==> config.mk <==
export PLATFORM = sky130hd
export DESIGN_NAME = filt_sample_feeder_flat
export DESIGN_NICKNAME = d
export VERILOG_FILES = /design/src/rtl/filt_sample_feeder_if.sv /design/src/rtl/filt_sample_feeder.sv /design/src/flat_wrapper.sv
export SDC_FILE = /design/constraint.sdc
export NUM_CORES = 1
export LEC_CHECK = 0
export ABC_AREA = 1
export CAP_MARGIN = 20
export CORE_MARGIN = 5
export CORE_UTILIZATION = 39
export CTS_CLUSTER_DIAMETER = 150
export DETAILED_ROUTE_END_ITERATION = 10
export PLACE_DENSITY_LB_ADDON = 0.25
export RECOVER_POWER = 100
export SYNTH_ARGS = -nofsm -noshare
export SYNTH_HDL_FRONTEND = slang
export SYNTH_SLANG_ARGS = --single-unit
==> constraint.sdc <==
create_clock -name clk -period 4.5 [get_ports clk]
set_input_delay 1.35 -clock clk [delete_from_list [all_inputs] [get_ports clk]]
set_output_delay 1.35 -clock clk [all_outputs]
set_load 0.01 [all_outputs]
==> src/rtl/filt_sample_feeder_if.sv <==
// Sample-stream and filter-handshake bundle for filt_sample_feeder.
// master = feeder side, slave = XADC source / filter side.
interface filt_sample_feeder_if #(
    parameter int XADC_DATA_SIZE = 16
);
    logic                      s_valid;
    logic [XADC_DATA_SIZE-1:0] s_data;
    logic                      filt_start;
    logic [XADC_DATA_SIZE-1:0] filt_data;
    logic                      filt_done;

    modport master (
        input  s_valid,
        input  s_data,
        input  filt_done,
        output filt_start,
        output filt_data
    );

    modport slave (
        output s_valid,
        output s_data,
        output filt_done,
        input  filt_start,
        input  filt_data
    );
endinterface

==> src/rtl/filt_sample_feeder.sv <==
// Decimates the XADC stream, buffers it in a small FIFO and feeds the FIR one sample
// per filt_start/filt_done handshake. Optional WAIT watchdog: define FEEDER_TIMEOUT_EN.
module filt_sample_feeder #(
    parameter int XADC_DATA_SIZE = 16,
    parameter int FIFO_AW        = 4,
    parameter int DIV_WIDTH      = 16,
    parameter int START_CYCLES   = 2,
    parameter int DROP_CNT_WIDTH = 16,
    parameter int TIMEOUT_CYCLES = 1024
) (
    input  logic                      clk,
    input  logic                      rst,
    input  logic                      en,
    input  logic [DIV_WIDTH-1:0]      div,
    input  logic                      clr_status,
    filt_sample_feeder_if.master      bus,
    output logic [FIFO_AW:0]          fifo_level,
    output logic                      overflow,
    output logic [DROP_CNT_WIDTH-1:0] drop_count,
    output logic                      busy,
    output logic                      timeout
);

    localparam int DEPTH = 1 << FIFO_AW;
    localparam int SCW   = $clog2(START_CYCLES + 1);

    localparam logic [FIFO_AW:0]          FULL_LEVEL = {1'b1, {FIFO_AW{1'b0}}};
    localparam logic [FIFO_AW:0]          LVL_ONE    = (FIFO_AW + 1)'(1'b1);
    localparam logic [FIFO_AW-1:0]        PTR_ONE    = FIFO_AW'(1'b1);
    localparam logic [DIV_WIDTH-1:0]      DIV_ONE    = DIV_WIDTH'(1'b1);
    localparam logic [DROP_CNT_WIDTH-1:0] DROP_ONE   = DROP_CNT_WIDTH'(1'b1);
    localparam logic [SCW-1:0]            SC_ONE     = SCW'(1'b1);
    localparam logic [SCW-1:0]            START_LAST = SCW'(START_CYCLES);

    if (START_CYCLES < 1 || TIMEOUT_CYCLES < 2 || FIFO_AW < 1) begin : g_bad_params
        $error("filt_sample_feeder: unsupported parameter combination");
    end

    typedef enum logic [1:0] {
        IDLE  = 2'd0,
        START = 2'd1,
        WAIT  = 2'd2
    } state_t;

    state_t                      state_r;
    state_t                      state_s;
    logic [DIV_WIDTH-1:0]        dcnt_r;
    logic [DIV_WIDTH-1:0]        div_r;
    logic [DIV_WIDTH-1:0]        div_eff_s;
    logic [FIFO_AW-1:0]          wr_ptr_r;
    logic [FIFO_AW-1:0]          rd_ptr_r;
    logic [FIFO_AW:0]            count_r;
    logic [XADC_DATA_SIZE-1:0]   mem_r [DEPTH];
    logic [SCW-1:0]              scnt_r;
    logic                        done_q_r;
    logic                        filt_start_r;
    logic [XADC_DATA_SIZE-1:0]   filt_data_r;
    logic                        overflow_r;
    logic [DROP_CNT_WIDTH-1:0]   drop_cnt_r;
    logic                        busy_r;
    logic                        sample_s;
    logic                        wrap_s;
    logic                        push_req_s;
    logic                        push_s;
    logic                        pop_s;
    logic                        drop_s;
    logic                        empty_s;
    logic                        full_s;
    logic                        rise_s;
    logic                        wd_expire_s;

    // Input qualification, decimation tap and FIFO accept/drop decisions
    always_comb begin
        sample_s   = en & bus.s_valid;
        // A new decimation period latches div at its first sample, so a div change
        // only affects the period after the current wrap.
        if (dcnt_r == {DIV_WIDTH{1'b0}}) begin
            div_eff_s = div;
        end else begin
            div_eff_s = div_r;
        end
        wrap_s     = (dcnt_r == div_eff_s);
        push_req_s = sample_s & (dcnt_r == {DIV_WIDTH{1'b0}});
        empty_s    = (count_r == {(FIFO_AW + 1){1'b0}});
        full_s     = (count_r == FULL_LEVEL);
        push_s     = push_req_s & (~full_s | pop_s);
        drop_s     = push_req_s & full_s & ~pop_s;
        rise_s     = bus.filt_done & ~done_q_r;
    end

    // Dispatch FSM next-state and pop decision
    always_comb begin
        state_s = state_r;
        pop_s   = 1'b0;
        case (state_r)
            IDLE: begin
                if (en && !empty_s) begin
                    state_s = START;
                    pop_s   = 1'b1;
                end else begin
                    state_s = IDLE;
                end
            end
            START: begin
                if (scnt_r == START_LAST) begin
                    state_s = WAIT;
                end else begin
                    state_s = START;
                end
            end
            WAIT: begin
                if (rise_s || wd_expire_s) begin
                    state_s = IDLE;
                end else begin
                    state_s = WAIT;
                end
            end
            default: begin
                state_s = IDLE;
            end
        endcase
    end

    // FSM state, start-pulse timing, presented sample and done history
    always_ff @(posedge clk or posedge rst) begin
        if (rst) begin
            state_r      <= IDLE;
            scnt_r       <= {SCW{1'b0}};
            filt_start_r <= 1'b0;
            filt_data_r  <= {XADC_DATA_SIZE{1'b0}};
            busy_r       <= 1'b0;
            done_q_r     <= 1'b0;
        end else begin
            state_r  <= state_s;
            busy_r   <= (state_s != IDLE);
            done_q_r <= bus.filt_done;
            // filt_start trails the pop by one cycle so filt_data is settled first
            if (state_r == START) begin
                scnt_r       <= scnt_r + SC_ONE;
                filt_start_r <= (scnt_r != START_LAST);
            end else begin
                scnt_r       <= {SCW{1'b0}};
                filt_start_r <= 1'b0;
            end
            if (pop_s) begin
                filt_data_r <= mem_r[rd_ptr_r];
            end
        end
    end

    // Decimation counter and FIFO pointers/occupancy
    always_ff @(posedge clk or posedge rst) begin
        if (rst) begin
            dcnt_r   <= {DIV_WIDTH{1'b0}};
            div_r    <= {DIV_WIDTH{1'b0}};
            wr_ptr_r <= {FIFO_AW{1'b0}};
            rd_ptr_r <= {FIFO_AW{1'b0}};
            count_r  <= {(FIFO_AW + 1){1'b0}};
        end else begin
            if (sample_s) begin
                if (wrap_s) begin
                    dcnt_r <= {DIV_WIDTH{1'b0}};
                end else begin
                    dcnt_r <= dcnt_r + DIV_ONE;
                end
                if (dcnt_r == {DIV_WIDTH{1'b0}}) begin
                    div_r <= div;
                end
            end
            if (push_s) begin
                wr_ptr_r <= wr_ptr_r + PTR_ONE;
            end
            if (pop_s) begin
                rd_ptr_r <= rd_ptr_r + PTR_ONE;
            end
            case ({push_s, pop_s})
                2'b10:   count_r <= count_r + LVL_ONE;
                2'b01:   count_r <= count_r - LVL_ONE;
                default: count_r <= count_r;
            endcase
        end
    end

    // FIFO storage; when full with a simultaneous pop the head is read before overwrite
    always_ff @(posedge clk) begin
        if (push_s) begin
            mem_r[wr_ptr_r] <= bus.s_data;
        end
    end

    // Sticky overflow and saturating drop counter; a drop beats clr_status
    always_ff @(posedge clk or posedge rst) begin
        if (rst) begin
            overflow_r <= 1'b0;
            drop_cnt_r <= {DROP_CNT_WIDTH{1'b0}};
        end else begin
            if (drop_s) begin
                overflow_r <= 1'b1;
                if (clr_status) begin
                    drop_cnt_r <= DROP_ONE;
                end else if (drop_cnt_r != {DROP_CNT_WIDTH{1'b1}}) begin
                    drop_cnt_r <= drop_cnt_r + DROP_ONE;
                end
            end else if (clr_status) begin
                overflow_r <= 1'b0;
                drop_cnt_r <= {DROP_CNT_WIDTH{1'b0}};
            end
        end
    end

`ifdef FEEDER_TIMEOUT_EN
    localparam int             TW      = $clog2(TIMEOUT_CYCLES);
    localparam logic [TW-1:0]  TO_LAST = TW'(TIMEOUT_CYCLES - 1);
    localparam logic [TW-1:0]  WD_ONE  = TW'(1'b1);

    logic [TW-1:0] wcnt_r;
    logic          timeout_r;

    assign wd_expire_s = (state_r == WAIT) && (wcnt_r == TO_LAST);

    // WAIT watchdog: counts cycles spent in WAIT and latches a sticky timeout
    always_ff @(posedge clk or posedge rst) begin
        if (rst) begin
            wcnt_r    <= {TW{1'b0}};
            timeout_r <= 1'b0;
        end else begin
            if (state_r == WAIT) begin
                wcnt_r <= wcnt_r + WD_ONE;
            end else begin
                wcnt_r <= {TW{1'b0}};
            end
            if (wd_expire_s && !rise_s) begin
                timeout_r <= 1'b1;
            end else if (clr_status) begin
                timeout_r <= 1'b0;
            end
        end
    end

    assign timeout = timeout_r;
`else
    assign wd_expire_s = 1'b0;
    assign timeout     = 1'b0;
`endif

    assign bus.filt_start = filt_start_r;
    assign bus.filt_data  = filt_data_r;
    assign fifo_level     = count_r;
    assign overflow       = overflow_r;
    assign drop_count     = drop_cnt_r;
    assign busy           = busy_r;

endmodule
==> src/flat_wrapper.sv <==
// flat-port wrapper written by rule: the top's interface ports become plain ports
module filt_sample_feeder_flat 
#(
    parameter int XADC_DATA_SIZE = 16,
    parameter int FIFO_AW        = 4,
    parameter int DIV_WIDTH      = 16,
    parameter int START_CYCLES   = 2,
    parameter int DROP_CNT_WIDTH = 16,
    parameter int TIMEOUT_CYCLES = 1024
)
  (clk, rst, en, div, clr_status, fifo_level, overflow, drop_count, busy, timeout, bus_s_valid, bus_s_data, bus_filt_done, bus_filt_start, bus_filt_data);
  filt_sample_feeder_if #(.XADC_DATA_SIZE(XADC_DATA_SIZE)) bus_i ();
  input  logic clk;
  input  logic rst;
  input  logic en;
  input  logic [DIV_WIDTH-1:0] div;
  input  logic clr_status;
  output logic [FIFO_AW:0] fifo_level;
  output logic overflow;
  output logic [DROP_CNT_WIDTH-1:0] drop_count;
  output logic busy;
  output logic timeout;
  input wire logic [$bits(bus_i.s_valid)-1:0] bus_s_valid;
  input wire logic [$bits(bus_i.s_data)-1:0] bus_s_data;
  input wire logic [$bits(bus_i.filt_done)-1:0] bus_filt_done;
  output wire logic [$bits(bus_i.filt_start)-1:0] bus_filt_start;
  output wire logic [$bits(bus_i.filt_data)-1:0] bus_filt_data;
  assign bus_i.s_valid = bus_s_valid;
  assign bus_i.s_data = bus_s_data;
  assign bus_i.filt_done = bus_filt_done;
  assign bus_filt_start = bus_i.filt_start;
  assign bus_filt_data = bus_i.filt_data;
  filt_sample_feeder #(.XADC_DATA_SIZE(XADC_DATA_SIZE), .FIFO_AW(FIFO_AW), .DIV_WIDTH(DIV_WIDTH), .START_CYCLES(START_CYCLES), .DROP_CNT_WIDTH(DROP_CNT_WIDTH), .TIMEOUT_CYCLES(TIMEOUT_CYCLES)) u_core (.clk(clk), .rst(rst), .en(en), .div(div), .clr_status(clr_status), .bus(bus_i), .fifo_level(fifo_level), .overflow(overflow), .drop_count(drop_count), .busy(busy), .timeout(timeout));
endmodule
==> results of run 1 <==
how the worst max path moves through the flow:
stage	depth (start not counted)	to	from
4_1_cts	17	u_core.fifo_level[4]	en
3_5_place_dp	17	u_core.fifo_level[4]	en
2_1_floorplan	1	u_core.bus.filt_data[0]	rst
3_3_place_gp	17	u_core.fifo_level[4]	en
5_1_grt	8	u_core.mem_r[12][14]	en
6_report	8	u_core.mem_r[12][14]	en
state kept, by name, indices dropped and copies added, names as in the netlist:
| signal | flops |
|---|---|
| u_core.busy | 1 |
| u_core.div_r | 16 |
| u_core.scnt_r | 2 |
| u_core.rd_ptr_r | 4 |
| u_core.drop_count | 16 |
| u_core.done_q_r | 1 |
| u_core.bus.filt_start | 1 |
| u_core.fifo_level | 5 |
| u_core.overflow | 1 |
| u_core.state_r | 2 |
| u_core.dcnt_r | 16 |
| u_core.mem_r | 256 |
| u_core.wr_ptr_r | 4 |
| u_core.bus.filt_data | 16 |
cells by family (layout without fill, tap and decap cells):
logic type      after synthesis  in the layout
flops                       341            341
buf+inv                     167            272
fa+ha+maj                    11             11
compound gates              268            268
other cells                   1              2
simple gates                517            517
xor+xnor                     21             21
synth_stat cells, types with 3 or more instances:
cell type and instances:
nor4_1 3, o211ai_1 18, nand2_1 173, clkbuf_1 56, nand3_1 66, o21ai_0 151
nor2_4 4, dfrtp_1 85, buf_4 3, nor2_1 208, a22oi_1 3, nand3b_1 13
xor2_1 20, o22ai_1 18, a21oi_1 8, inv_1 86, nor2_2 8, edfxtp_1 256
ha_1 11, o221ai_1 46, a31oi_1 16, nand2_2 6, buf_1 3, nand2_4 12
nor3_1 11, inv_2 13, nand4_1 10
layout make-up:
| cell class | instances | area (sq um) | area share |
|---|---|---|---|
| Clock buffer | 51 | 1050 | 0.0611 |
| Clock inverter | 18 | 191 | 0.0111 |
| Inverter | 100 | 378 | 0.0220 |
| Timing Repair Buffer | 103 | 931 | 0.0541 |
| Multi-Input combinational cell | 818 | 4200 | 0.244 |
| Sequential cell | 341 | 9820 | 0.571 |
| Tap cell | 511 | 639 | 0.0371 |
| Antenna cell | 1 | 2.50 | 0.000145 |
routing by layer:
metal  track usage  vias up  part of all wire
met5             0        -           0.00035
met4        0.0498        2             0.024
met3        0.0376       63             0.060
met2         0.292      294              0.47
met1         0.246     5002              0.44
li1              -     4834                 -
power by group:
part           total (mW)  internal, mW  switching, mW
Sequential           3.85          3.56          0.290
Combinational        2.55         0.867           1.68
Clock                3.08          1.83           1.25
Total                9.48          6.26           3.22
metrics by stage:
stage	utilization	cell area [sq um]	setup slack, ps
finish	0.459	17200	741
global route	0.459	17200	570
CTS	0.463	17400	1320
detailed placement	0.430	16100	728
global placement	0.430	16100	782
floorplan	-	14700	957
worst max-delay path: stages:
cell	delay (ps)
dlygate4sd3_1	540
nand2_1	230
nor2_1	190
nand2_1	90
inv_1	90
nand2_1	120
nor2_1	460
clkbuf_1	830
==> flow_metrics.py, run 1 <==
metrics = {
    "cells_and_area": {
        "final_cell_mix": "256 x edfxtp_1, 208 x nor2_1, 181 x nand2_1",
        "final_common_cell": "edfxtp_1",
        "fin_cells": 1943,
        "fin_nets": 1451,
        "nFillCells": 3545,
        "drive_gt1_frac": 0.0727,
        "area_growth_pct": 16.8,
    },
    "clock_tree": {
        "cts_buffers": 38,
        "cts_resized": 0,
        "tritoncts": "built",
        "cts.clk_slew.worst_paths_ps": 60,
        "ctsHoldBuffers": 0,
        "h-tree-depth": 2,
        "cts.path.max_buffers": 3,
        "clock-root-buffer": "clkbuf_16",
        "post_cts_buffers": 0,
        "cts_sinks": 341,
        "clk_latency_ps": 550,
    },
    "floorplan": {
        "dieArea_sq_um": 41800,
        "die_h_um": 204,
        "rows": 71,
        "initial_core_util": 0.393,
        "dieWidth_um": 204,
        "io_pins": 79,
        "core-area_sq_um": 37500,
    },
    "logic_synthesis": {
        "synth_top_area_cell": "edfxtp_1",
        "yosys.area_share.adder": 0.00934,
        "async_reset_ff_frac": 0.249,
        "synth_compound_area_frac": 0.111,
        "netlist_top_cells_area": "edfxtp_1 52%, dfrtp_1 14%, nor2_1 5.3%, o21ai_0 5.1%, nand2_1 4.4%",
        "synth_nets": 1375,
        "synthXorXnorAreaFrac": 0.0125,
        "syn_area_sq_um": 14700,
        "ys_ff_latch": 341,
        "synth_edf_count": 256,
        "avgSynthCellArea_sq_um": 11.1,
        "synth-simple-area-share": 0.156,
        "ys.warnings.count": 0,
        "synthCells": 1326,
        "ys_seq_area_frac": 0.666,
        "synth.distinct_cells": 42,
        "muxShareOfSynthArea": 0,
        "synth_top_cell_area_share": 0.522,
        "synth_flop_cell": "edfxtp_1",
        "synth_top_family_by_area": "simple AND/OR/NAND/NOR gates",
    },
    "drt": {
        "final_antenna_net_count": 0,
        "wl_per_cell_um": 19.3,
        "firstDrtPassIters": 5,
        "dr_total_vias": 10200,
        "vias_per_cell": 5.25,
        "drc": 0,
        "totalWireLength_mm": 37.6,
        "first_iter_violations": 833,
    },
    "min_path": {
        "hold_path.class": "reg2reg",
        "holdPathEnd": "u_core.scnt_r[0]",
        "hold_depth": 1,
        "hp-start": "u_core.scnt_r[0]",
    },
    "sta": {
        "tightestPinTransition_ps": 1960,
        "relSlewSlack": -0.316,
        "grt_setup_unrepaired": "no",
        "tns_ps": 0,
        "layout_min_cycle_time_ps": 3760,
        "finalHoldViolCount": 0,
        "period_share": 0.835,
        "slew_viol_final": 34,
        "fmax_mhz": 266,
        "hold_slack_ps": 431,
        "finClkSkew_ps": 23.3,
        "setup_viol": 0,
    },
    "grt": {
        "grt_pass1_vias": 9920,
        "grt_pass1_wl_mm": 58.2,
        "grt_max_degree": 74,
        "grt_overflow": 0,
        "antenna_found_initial": 3,
        "grtUsageTotal": 0.179,
    },
    "setup_path": {
        "timing.rr.end": "u_core.bus.filt_data[10]",
        "cp-end-kind": "flip-flop",
        "critPathKind": "in2reg",
        "critPathLaunchType": "input port",
        "reg2reg_depth": 6,
        "critPathRequiredTime_ps": 4660,
        "arrival_ps": 3920,
        "r2r-start": "u_core.rd_ptr_r[0]",
        "ff2ff_setup_slack_ps": 1190,
        "critPathMaxFanout": 12,
    },
    "power": {
        "p_total_mw": 9.48,
        "p_leak_nw": 6.36,
        "ir_drop_mv": 0.291,
        "p_per_area_nw_per_um2": 551,
    },
    "run": {
        "drv_cap": 1,
    },
    "placement": {
        "hpwl_mm": 23.3,
        "gp_congestion": 0.913,
        "io_buffers": 77,
        "dp.cells": 1873,
    },
    "run_status": {
        "status": "finished, violations left",
        "violations": "capacitance limit, slew limit",
    },
}
(Power assumes the default switching activity.)
==> run 2, diff against run 1 <==
==> constraint.sdc (replaced) <==
create_clock -name clk -period 3.8 [get_ports clk]
set_input_delay 1.14 -clock clk [delete_from_list [all_inputs] [get_ports clk]]
set_output_delay 1.14 -clock clk [all_outputs]
set_load 0.01 [all_outputs]
==> run 2 against run 1 <==
Net effect:
- the flow now finishes without violations
- critical endpoint is now u_core.mem_r[0][11]
- worst hold slack lost 4.6 ps
- largest cell class unchanged
- critical path depth grew 2
- via count grew 1.1%
- register-to-register slack lost 470 ps
- die area is the same
- highest routed layer unchanged
- non-clock buffer count grew 5
- sequential cell count is the same
- sequential share of layout area shrank 0.058 points
- global-route usage grew 0.053 points
==> flow_metrics.py, run 2 (synthesis gave the netlist of run 1 again) <==
metrics = {
    "clock_tree": {
        "ctsHoldBuffers": 0,
        "clk_latency_ps": 520,
        "cts_buffers": 38,
        "clock-root-buffer": "clkbuf_16",
        "tritoncts": "built",
        "cts_resized": 0,
        "cts.path.max_buffers": 3,
        "h-tree-depth": 2,
        "cts_sinks": 341,
        "post_cts_buffers": 0,
        "cts.clk_slew.worst_paths_ps": 60,
    },
    "power": {
        "p_leak_nw": 6.40,
        "ir_drop_mv": 0.337,
        "p_per_area_nw_per_um2": 639,
        "p_total_mw": 11.0,
    },
    "drt": {
        "totalWireLength_mm": 37.6,
        "first_iter_violations": 828,
        "drc": 0,
        "vias_per_cell": 5.29,
        "dr_total_vias": 10300,
        "firstDrtPassIters": 6,
        "final_antenna_net_count": 0,
        "wl_per_cell_um": 19.3,
    },
    "setup_path": {
        "critPathLaunchType": "input port",
        "cp-end-kind": "flip-flop",
        "ff2ff_setup_slack_ps": 720,
        "slowest_stage": "clkbuf_1",
        "critical-path-max-stage-delay_ps": 650,
        "critPathMaxFanout": 12,
        "crit_chain": "dlygate4sd3_1, nand2_1, nor2_1, nor2_1, inv_1, nand2_1, inv_1, nand2_1, nor2_1, clkbuf_1",
        "timing.rr.end": "u_core.dcnt_r[5]",
        "r2r-start": "u_core.dcnt_r[8]",
        "critPathTopFamily": "buffers and inverters",
        "arrival_ps": 3410,
        "reg2reg_depth": 14,
        "critPathKind": "in2reg",
        "path_buf_inv": 4,
        "critPathRequiredTime_ps": 3940,
    },
    "cells_and_area": {
        "nFillCells": 3442,
        "final_area_sq_um": 17200,
        "fin_nets": 1456,
        "largest_reg_flops": 256,
        "regMostFlops": "u_core.mem_r",
        "final_common_cell": "edfxtp_1",
        "drive_gt1_frac": 0.0877,
        "area_growth_pct": 16.9,
        "final_cell_mix": "256 x edfxtp_1, 202 x nor2_1, 179 x nand2_1",
    },
    "run_status": {
        "status": "finished, final reports clean",
    },
    "sta": {
        "relSlewSlack": 0.234,
        "finalHoldViolCount": 0,
        "fmax_mhz": 306,
        "setup_viol": 0,
        "tns_ps": 0,
        "slew_viol_final": 0,
        "layout_min_cycle_time_ps": 3270,
        "grt_setup_unrepaired": "no",
        "tightestPinTransition_ps": 1150,
        "finClkSkew_ps": 18.3,
        "period_share": 0.860,
    },
    "floorplan": {
        "dieWidth_um": 204,
        "dieArea_sq_um": 41800,
        "initial_core_util": 0.393,
        "die_h_um": 204,
        "core-area_sq_um": 37500,
        "io_pins": 79,
        "rows": 71,
    },
    "grt": {
        "grt_pass1_vias": 10200,
        "grtUsageTotal": 0.180,
        "antenna_found_initial": 2,
        "grt_overflow": 0,
        "grt_pass1_wl_mm": 59.0,
        "grt_max_degree": 81,
    },
    "placement": {
        "io_buffers": 77,
        "hpwl_mm": 24.0,
        "gp_congestion": 0.843,
        "place_area_sq_um": 16200,
    },
    "min_path": {
        "hp-start": "u_core.scnt_r[0]",
        "hold_path.class": "reg2reg",
        "holdPathEnd": "u_core.scnt_r[0]",
        "hold_depth": 1,
    },
    "run": {
        "drv_cap": 0,
    },
}
## run 2: area by class of cell
class,instances,area (sq um),share of cell area
clock inverter,20,108,0.00624
tap,511,639,0.0371
antenna,1,2.50,0.000145
sequential,341,9820,0.570
multi-input combinational,818,4220,0.245
timing repair buffer,108,1010,0.0589
inverter,100,379,0.0220
clock buffer,49,1040,0.0606
## run 2: routing by layer
| layer | part of all wire | track usage | up-vias | wire length [um] |
|---|---|---|---|---|
| met2 | 0.49 | 0.304 | 318 | 18300 |
| met1 | 0.44 | 0.248 | 5093 | 16600 |
| met3 | 0.054 | 0.0271 | 51 | 2020 |
| met5 | 0.00019 | 0 | - | 7 |
| met4 | 0.016 | 0.0404 | 2 | 616 |
| li1 | - | - | 4840 | - |
## run 2: power breakdown
group	internal, mW	total, mW	switching, mW	leakage, nW
logic	1.03	3.12	2.09	2.50
clock network	1.94	3.38	1.44	0.574
registers	4.22	4.50	0.285	3.33
total	7.20	11.0	3.81	6.40
## run 2: worst max-delay path by stage
stage	from	to	cells after the start
2_1_floorplan	rst	u_core.bus.filt_data[0]	1
3_3_place_gp	en	u_core.fifo_level[4]	17
3_5_place_dp	en	u_core.fifo_level[4]	17
4_1_cts	u_core.dcnt_r[8]	u_core.dcnt_r[13]	14
5_1_grt	en	u_core.mem_r[0][11]	10
6_report	en	u_core.mem_r[0][11]	10
## run 2: through the flow
stage / utilization / hold slack (ps) / setup WS [ps] / std cells
after floorplan: - / 403 / 467 / 1326
after global placement: 0.432 / 414 / 422 / 1878
after detailed placement: 0.432 / 420 / 425 / 1878
after CTS: 0.463 / 428 / 958 / 1947
after global routing: 0.460 / 439 / 358 / 1947
final: 0.460 / 427 / 530 / 1948
